`config.mk`:
```
export PLATFORM = sky130hd
export DESIGN_NAME = tt_ovi_store_rx_flat
export DESIGN_NICKNAME = d
export VERILOG_FILES = /design/src/rtl/tt_ovi_store_rx_if.sv /design/src/rtl/tt_ovi_store_rx.sv /design/src/flat_wrapper.sv
export SDC_FILE = /design/constraint.sdc
export NUM_CORES = 1
export LEC_CHECK = 0
export ABC_AREA = 1
export BUFFER_PORTS_ARGS = -buffer_cell sky130_fd_sc_hd__buf_2
export CELL_PAD_IN_SITES_DETAIL_PLACEMENT = 0
export CELL_PAD_IN_SITES_GLOBAL_PLACEMENT = 1
export CORE_AREA = 2 2 440 442
export CTS_BUF_LIST = sky130_fd_sc_hd__clkbuf_16
export DETAILED_ROUTE_END_ITERATION = 6
export DIE_AREA = 0 0 442 444
export PLACE_DENSITY_LB_ADDON = 0.1
export SYNTH_ARGS = -nofsm -noshare
export SYNTH_HDL_FRONTEND = slang
export SYNTH_SLANG_ARGS = --single-unit
export TNS_END_PERCENT = 30
```
`constraint.sdc`:
```
create_clock -name clk -period 31.1 [get_ports clk]
set_clock_uncertainty 0.2 [all_clocks]
set_input_delay 4.665 -clock clk [delete_from_list [all_inputs] [get_ports clk]]
set_output_delay 4.665 -clock clk [all_outputs]
set_load 0.01 [all_outputs]
```
`src/rtl/tt_ovi_store_rx_if.sv`:
```
// Store-receive bus: memop control from the vector unit, store beats in,
// credits and memop completion out, and the memory write request channel.
interface tt_ovi_store_rx_if #(
    parameter int ADDR_W = 40
);
    logic              memop_sync_start;
    logic [ADDR_W-1:0] memop_base_addr;
    logic [5:0]        memop_beats;
    logic              store_valid;
    logic [511:0]      store_data;
    logic              store_credit;
    logic              memop_sync_end;
    logic              mem_req_valid;
    logic              mem_req_ready;
    logic [ADDR_W-1:0] mem_req_addr;
    logic [511:0]      mem_req_data;
    logic              mem_req_last;
    logic              protocol_err;
    logic              overflow_err;

    // Handshake: a memory request transfers on any rising edge where
    // mem_req_valid && mem_req_ready; valid never depends on ready, and
    // addr/data/last hold steady while valid is high and ready is low.
    // store_valid has no ready: flow control is by store_credit pulses.
    modport master (
        output memop_sync_start, memop_base_addr, memop_beats,
        output store_valid, store_data, mem_req_ready,
        input  store_credit, memop_sync_end, mem_req_valid, mem_req_addr,
        input  mem_req_data, mem_req_last, protocol_err, overflow_err
    );

    modport slave (
        input  memop_sync_start, memop_base_addr, memop_beats,
        input  store_valid, store_data, mem_req_ready,
        output store_credit, memop_sync_end, mem_req_valid, mem_req_addr,
        output mem_req_data, mem_req_last, protocol_err, overflow_err
    );
endinterface

```
`src/rtl/tt_ovi_store_rx.sv`:
```
// Store-data receiver: buffers 512-bit store beats in a credit-managed FIFO
// and turns them into sequential memory write requests for one memop.
module tt_ovi_store_rx #(
    parameter int DEPTH  = 4,
    parameter int ADDR_W = 40
) (
    input  logic                clk,
    input  logic                reset,
    tt_ovi_store_rx_if.slave    bus,
    output logic [1:0]          dbg_state
);
    localparam int AW = $clog2(DEPTH);
    localparam int PW = AW + 1;

    typedef enum logic [1:0] {
        IDLE   = 2'd0,
        ACTIVE = 2'd1,
        END    = 2'd2
    } state_t;

    state_t            state;
    logic [ADDR_W-1:0] addr;
    logic [5:0]        push_rem;
    logic [5:0]        pop_rem;
    logic [PW-1:0]     wr_ptr;
    logic [PW-1:0]     rd_ptr;
    logic              credit_q;
    logic              sync_end_q;
    logic              protocol_err_q;
    logic              overflow_err_q;
    logic [511:0]      fifo_mem [DEPTH];

    logic full;
    logic empty;
    logic pop;
    logic beat_ok;
    logic push;
    logic proto_drop;
    logic start_bad;
    logic ovf_drop;

    assign full  = (wr_ptr[AW-1:0] == rd_ptr[AW-1:0]) && (wr_ptr[AW] != rd_ptr[AW]);
    assign empty = (wr_ptr == rd_ptr);
    assign pop   = !empty && bus.mem_req_ready;

    // A beat is only legal inside an open memop that still expects data.
    assign beat_ok    = (state == ACTIVE) && (push_rem != 6'd0);
    assign push       = bus.store_valid && beat_ok && (!full || pop);
    assign proto_drop = bus.store_valid && !beat_ok;
    assign start_bad  = bus.memop_sync_start && (state != IDLE);
    assign ovf_drop   = bus.store_valid && beat_ok && full && !pop;

    always_ff @(posedge clk) begin
        if (push) begin
            fifo_mem[wr_ptr[AW-1:0]] <= bus.store_data;
        end
    end

    always_ff @(posedge clk or posedge reset) begin
        if (reset) begin
            state          <= IDLE;
            addr           <= '0;
            push_rem       <= '0;
            pop_rem        <= '0;
            wr_ptr         <= '0;
            rd_ptr         <= '0;
            credit_q       <= 1'b0;
            sync_end_q     <= 1'b0;
            protocol_err_q <= 1'b0;
            overflow_err_q <= 1'b0;
        end else begin
            credit_q   <= pop;
            sync_end_q <= 1'b0;
            if (proto_drop || start_bad) protocol_err_q <= 1'b1;
            if (ovf_drop)                overflow_err_q <= 1'b1;
            if (push) begin
                wr_ptr   <= wr_ptr + PW'(1);
                push_rem <= push_rem - 6'd1;
            end
            if (pop) begin
                rd_ptr  <= rd_ptr + PW'(1);
                pop_rem <= pop_rem - 6'd1;
                addr    <= addr + ADDR_W'(64);
            end
            case (state)
                IDLE: begin
                    if (bus.memop_sync_start) begin
                        addr     <= bus.memop_base_addr;
                        push_rem <= bus.memop_beats;
                        pop_rem  <= bus.memop_beats;
                        if (bus.memop_beats == 6'd0) begin
                            state      <= END;
                            sync_end_q <= 1'b1;
                        end else begin
                            state <= ACTIVE;
                        end
                    end
                end
                ACTIVE: begin
                    if (pop && (pop_rem == 6'd1)) begin
                        state      <= END;
                        sync_end_q <= 1'b1;
                    end
                end
                END:     state <= IDLE;
                default: state <= IDLE;
            endcase
        end
    end

    assign bus.mem_req_valid  = !empty;
    assign bus.mem_req_data   = fifo_mem[rd_ptr[AW-1:0]];
    assign bus.mem_req_addr   = addr;
    assign bus.mem_req_last   = !empty && (pop_rem == 6'd1);
    assign bus.store_credit   = credit_q;
    assign bus.memop_sync_end = sync_end_q;
    assign bus.protocol_err   = protocol_err_q;
    assign bus.overflow_err   = overflow_err_q;
    assign dbg_state          = state;
endmodule

```
`src/flat_wrapper.sv`:
```
// flat-port wrapper written by rule: the top's interface ports become plain ports
module tt_ovi_store_rx_flat 
#(
    parameter int DEPTH  = 4,
    parameter int ADDR_W = 40
)
  (clk, reset, dbg_state, bus_memop_sync_start, bus_memop_base_addr, bus_memop_beats, bus_store_valid, bus_store_data, bus_mem_req_ready, bus_store_credit, bus_memop_sync_end, bus_mem_req_valid, bus_mem_req_addr, bus_mem_req_data, bus_mem_req_last, bus_protocol_err, bus_overflow_err);
  tt_ovi_store_rx_if #(.ADDR_W(ADDR_W)) bus_i ();
  input  logic clk;
  input  logic reset;
  output logic [1:0] dbg_state;
  input wire logic [$bits(bus_i.memop_sync_start)-1:0] bus_memop_sync_start;
  input wire logic [$bits(bus_i.memop_base_addr)-1:0] bus_memop_base_addr;
  input wire logic [$bits(bus_i.memop_beats)-1:0] bus_memop_beats;
  input wire logic [$bits(bus_i.store_valid)-1:0] bus_store_valid;
  input wire logic [$bits(bus_i.store_data)-1:0] bus_store_data;
  input wire logic [$bits(bus_i.mem_req_ready)-1:0] bus_mem_req_ready;
  output wire logic [$bits(bus_i.store_credit)-1:0] bus_store_credit;
  output wire logic [$bits(bus_i.memop_sync_end)-1:0] bus_memop_sync_end;
  output wire logic [$bits(bus_i.mem_req_valid)-1:0] bus_mem_req_valid;
  output wire logic [$bits(bus_i.mem_req_addr)-1:0] bus_mem_req_addr;
  output wire logic [$bits(bus_i.mem_req_data)-1:0] bus_mem_req_data;
  output wire logic [$bits(bus_i.mem_req_last)-1:0] bus_mem_req_last;
  output wire logic [$bits(bus_i.protocol_err)-1:0] bus_protocol_err;
  output wire logic [$bits(bus_i.overflow_err)-1:0] bus_overflow_err;
  assign bus_i.memop_sync_start = bus_memop_sync_start;
  assign bus_i.memop_base_addr = bus_memop_base_addr;
  assign bus_i.memop_beats = bus_memop_beats;
  assign bus_i.store_valid = bus_store_valid;
  assign bus_i.store_data = bus_store_data;
  assign bus_i.mem_req_ready = bus_mem_req_ready;
  assign bus_store_credit = bus_i.store_credit;
  assign bus_memop_sync_end = bus_i.memop_sync_end;
  assign bus_mem_req_valid = bus_i.mem_req_valid;
  assign bus_mem_req_addr = bus_i.mem_req_addr;
  assign bus_mem_req_data = bus_i.mem_req_data;
  assign bus_mem_req_last = bus_i.mem_req_last;
  assign bus_protocol_err = bus_i.protocol_err;
  assign bus_overflow_err = bus_i.overflow_err;
  tt_ovi_store_rx #(.DEPTH(DEPTH), .ADDR_W(ADDR_W)) u_core (.clk(clk), .reset(reset), .bus(bus_i), .dbg_state(dbg_state));
endmodule
```
==> summary.md <==
| Metric | Value |
|---|---|
| Run status | finished, final reports clean |
| Launching instance or port of the critical path | u_core.rd_ptr[0] |
| Effective utilization at floorplan | 41.48% |
| Cell taking the most area after synthesis | edfxtp_1 |
| Most common cell in the synthesized netlist | edfxtp_1 |
| Sinks on the clock net | 2112 |
| Root Buffer | clkbuf_16 |
| Largest net degree at the start of global routing | 220 |
| Leakage | around 0.033 uW |
| Worst hold-check path type | register to register |
| Site Rows | about 160 |
| Transition time at the pin with the least slew margin | roughly 1.2 ns |
| Area of the core | 191600 um^2 |
| Antenna violations before repair | 180 |
| Peak ir drop on the vdd network | between 0.09 and 0.1 mV |
| CTS clock-pin slew for the worst setup and hold paths | ~0.050 ns |
| Number of global-route vias before repair | approximately 48000 |
| Highest clock frequency the design can meet | 95.35 MHz |
| # port buffers | between 1000 and 1500 |
| Crit start category | register |
| Die X-Extent | around 440 um |
| Period utilisation layout | approximately a third |
| Number of gates resized after CTS | 0 |
| Net count after synthesis | approximately 6000 |
| Cell count after synthesis | between 5000 and 6000 |
| Count of synthesis-stage warnings from yosys | 0 |
| Number of distinct library cells after synthesis | 40 |
| Number of vias after detailed routing | around 50000 |
| TritonCTS clock tree | built |
| Portion of total power attributed to combinational logic | ~35% |
| CTS Hold Buffers Added | 0 |
| Switching part of the total power | between 30% and 40% |
| Fin. max-slew vios | 0 |
| Biggest fanout along the worst timing path | ~220 |
| Setup tns final | 0 ns |
| Floorplan die area | roughly 200000 um^2 |
| Post-layout total power | a little under 10000 uW |
| Via density per instance | 5.306 |
| Antenna-violating nets left | 0 |
| H-tree depth reported by CTS | 4 |
| Proportion of layout cells with a drive suffix above 1 | between 20 and 25% |
| Share of power burned in registers | about two fifths |
| Total clock buffers created by CTS | approximately 220 |
| Syn Area/Cell | between 10 and 15 um^2 |
| Final core utilization | between 40% and 50% |
| Boundary Pins | ~1100 |
| RSZ-0062 raised after global routing | false |
| Hold Slack | about 0.27 ns |
| Height of the die | 444 um |
| Number of synthesized flops with an enable pin | slightly above 2000 |
| Min Clock Period, post-route | roughly 10 ns |
| Net total in the final layout | 7190 |
| Later-pin clock latency in the skew report | 0.84 ns |
| Share of the synthesized area in the top cell type | about 77% |
| WL final | around 230000 um |
| First-iteration detailed-routing DRC count | roughly 3700 |
| Critical path data required time | 26.24 ns |
| Source of the worst register-to-register timing path | u_core.rd_ptr[0] |
| Mapped cell area | roughly 80000 um^2 |
| Cell internal pwr | ~6200 uW |
| Count of TritonRoute iterations in the first routing pass | 5 |
| Kind of end point of the critical path | primary output |
| Origin of the worst min-delay path | u_core.bus.mem_req_addr[5] |
| Flip-flop and latch count after synthesis | roughly 2100 |
| Clock power share | approximately 25% |
| Worst EP arrival | ~5.6 ns |
| Routability cong. | roughly 0.8 |
| Post-CTS setup repair buffer count | 0 |
| Synthesis-to-layout area growth | 18.68% |
| Crit Path Class | register to primary output |
| Tot GR Track Use | a little under a quarter |
| Number of failing hold endpoints at the final stage | 0 |
| Main area contributors after synthesis | edfxtp_1 (77%), o21ai_0 (6.0%), nor2_1 (5.3%), o22ai_1 (4.0%), dfrtp_1 (2.0%) |
| Most frequent cells after synthesis | edfxtp_1 (2048), nor2_1 (1112), o21ai_0 (949) |
| Detail Placement HPWL | about 140000 um |
| Grt total ovfl | 0 |
| Sequential element share of the synthesized area | 79.40% |
| Relative slew margins | 22.92% |
| Clock tree buffer depth | 3 |
| Wire length of the first global-routing pass | about 330000 um |
| Async set or reset register ratio after synthesis | slightly above 3% |
| Per-cell routed wire length | ~25 um |
| Power dissipated by switching net loads | between 3000 and 4000 uW |
| Pwr Density | ~100 nW/um^2 |
| Max-cap violations | 0 |
| Total DRC errors in the routed layout | 0 |
| Setup Viol. Count Final | 0 |
| Synth Flop Type | edfxtp_1 |
## layer usage
metal | GRT usage, % | routed length, um | up-vias
li1 | - | - | 23020
met1 | 26.55 | 88510 | 24590
met2 | 38.21 | 115000 | 1503
met3 | 6.168 | 14440 | 614
met4 | 12.81 | 12640 | 84
met5 | 0 | 515 | -
## kinds of logic (layout without fill, tap and decap cells)
kind of cell	Yosys count	after routing	share of synthesized area, %
AO/OA/AOI/OAI	1593	1593	10.91
XOR/XNOR	23	23	0.2771
adder cells (fa/ha/maj)	10	10	0.1574
buffers and inverters	437	1671	2.421
flip-flops	2112	2112	79.40
other	0	58	0
AND/OR/NAND/NOR	1394	1394	6.834
## cells in the final DEF, fill, tap and decap left out, types with 7 or more instances in the layout
| cell type | n |
|---|---|
| inv_1 | 139 |
| nand3b_1 | 12 |
| buf_2 | 1122 |
| diode_2 | 58 |
| a21oi_1 | 8 |
| o21ai_1 | 101 |
| edfxtp_1 | 2048 |
| nand3_1 | 33 |
| clkbuf_16 | 222 |
| bufinv_16 | 15 |
| clkinv_2 | 40 |
| buf_12 | 10 |
| o22ai_1 | 514 |
| nor2_4 | 7 |
| nand4_1 | 8 |
| nor2_1 | 1108 |
| clkinv_1 | 47 |
| nand2_1 | 205 |
| buf_4 | 54 |
| ha_1 | 10 |
| dfrtp_1 | 62 |
| xor2_1 | 18 |
| o21ai_0 | 949 |
## power by group through the flow
| stage | Sequential (uW) | Clock [uW] | Combinational (uW) |
|---|---|---|---|
| after floorplan | 4560 | 0 | 1920 |
| after global placement | 4030 | 0 | 3490 |
| after detailed placement | 4040 | 0 | 3490 |
| after CTS | 3980 | 2550 | 3500 |
| after global routing | 4030 | 2650 | 3720 |
| final | 3980 | 2490 | 3420 |
## path summary, 6_finish.rpt
kind | cells after the start | slack, ns | end
max | 7 | 20.61 | bus_mem_req_data[150]
max in group asynchronous | 3 | 26.10 | u_core.rd_ptr[1]
max reg2reg | 9 | 24.49 | u_core.fifo_mem[1][62]
min reg2reg | 2 | 0.27 | u_core.bus.mem_req_addr[5]
min | 2 | 0.27 | u_core.bus.mem_req_addr[5]
min in group asynchronous | 3 | 3.89 | u_core.bus.mem_req_addr[0]
## state kept, by name, indices dropped and copies added, names as in the netlist, 2 cells and up
register                 cells
u_core.fifo_mem           2048
u_core.bus.mem_req_addr     40
u_core.pop_rem               6
u_core.push_rem              6
u_core.rd_ptr                3
u_core.wr_ptr                3
u_core.dbg_state             2
## layout make-up
type                       instances  area, um^2
multi-input combinational       3020       14480
tap                             2526        3161
inverter                          78       325.3
clock inverter                   185        1321
fill                           16830       97250
antenna                           58       145.1
sequential                      2112       63110
clock buffer                     222        5555
timing repair buffer            1186        6221
## worst max-delay path: stages (launching register included)
cell and delay, ns:
dfrtp_4 0.90, buf_4 0.60, buf_4 0.66, buf_12 0.64
buf_4 0.95, o21ai_0 0.22, o22ai_1 0.21, buf_2 0.21
## metrics by stage
stage	area, um^2	std cells	setup WS (ns)
2_1_floorplan	79470	5569	3.151
3_3_place_gp	87300	8922	21.52
3_5_place_dp	87300	8922	21.45
4_1_cts	94170	9329	20.50
5_1_grt	94290	9375	20.12
6_report	94320	9387	20.61
Note: power is estimated with default switching activity, not from simulation.
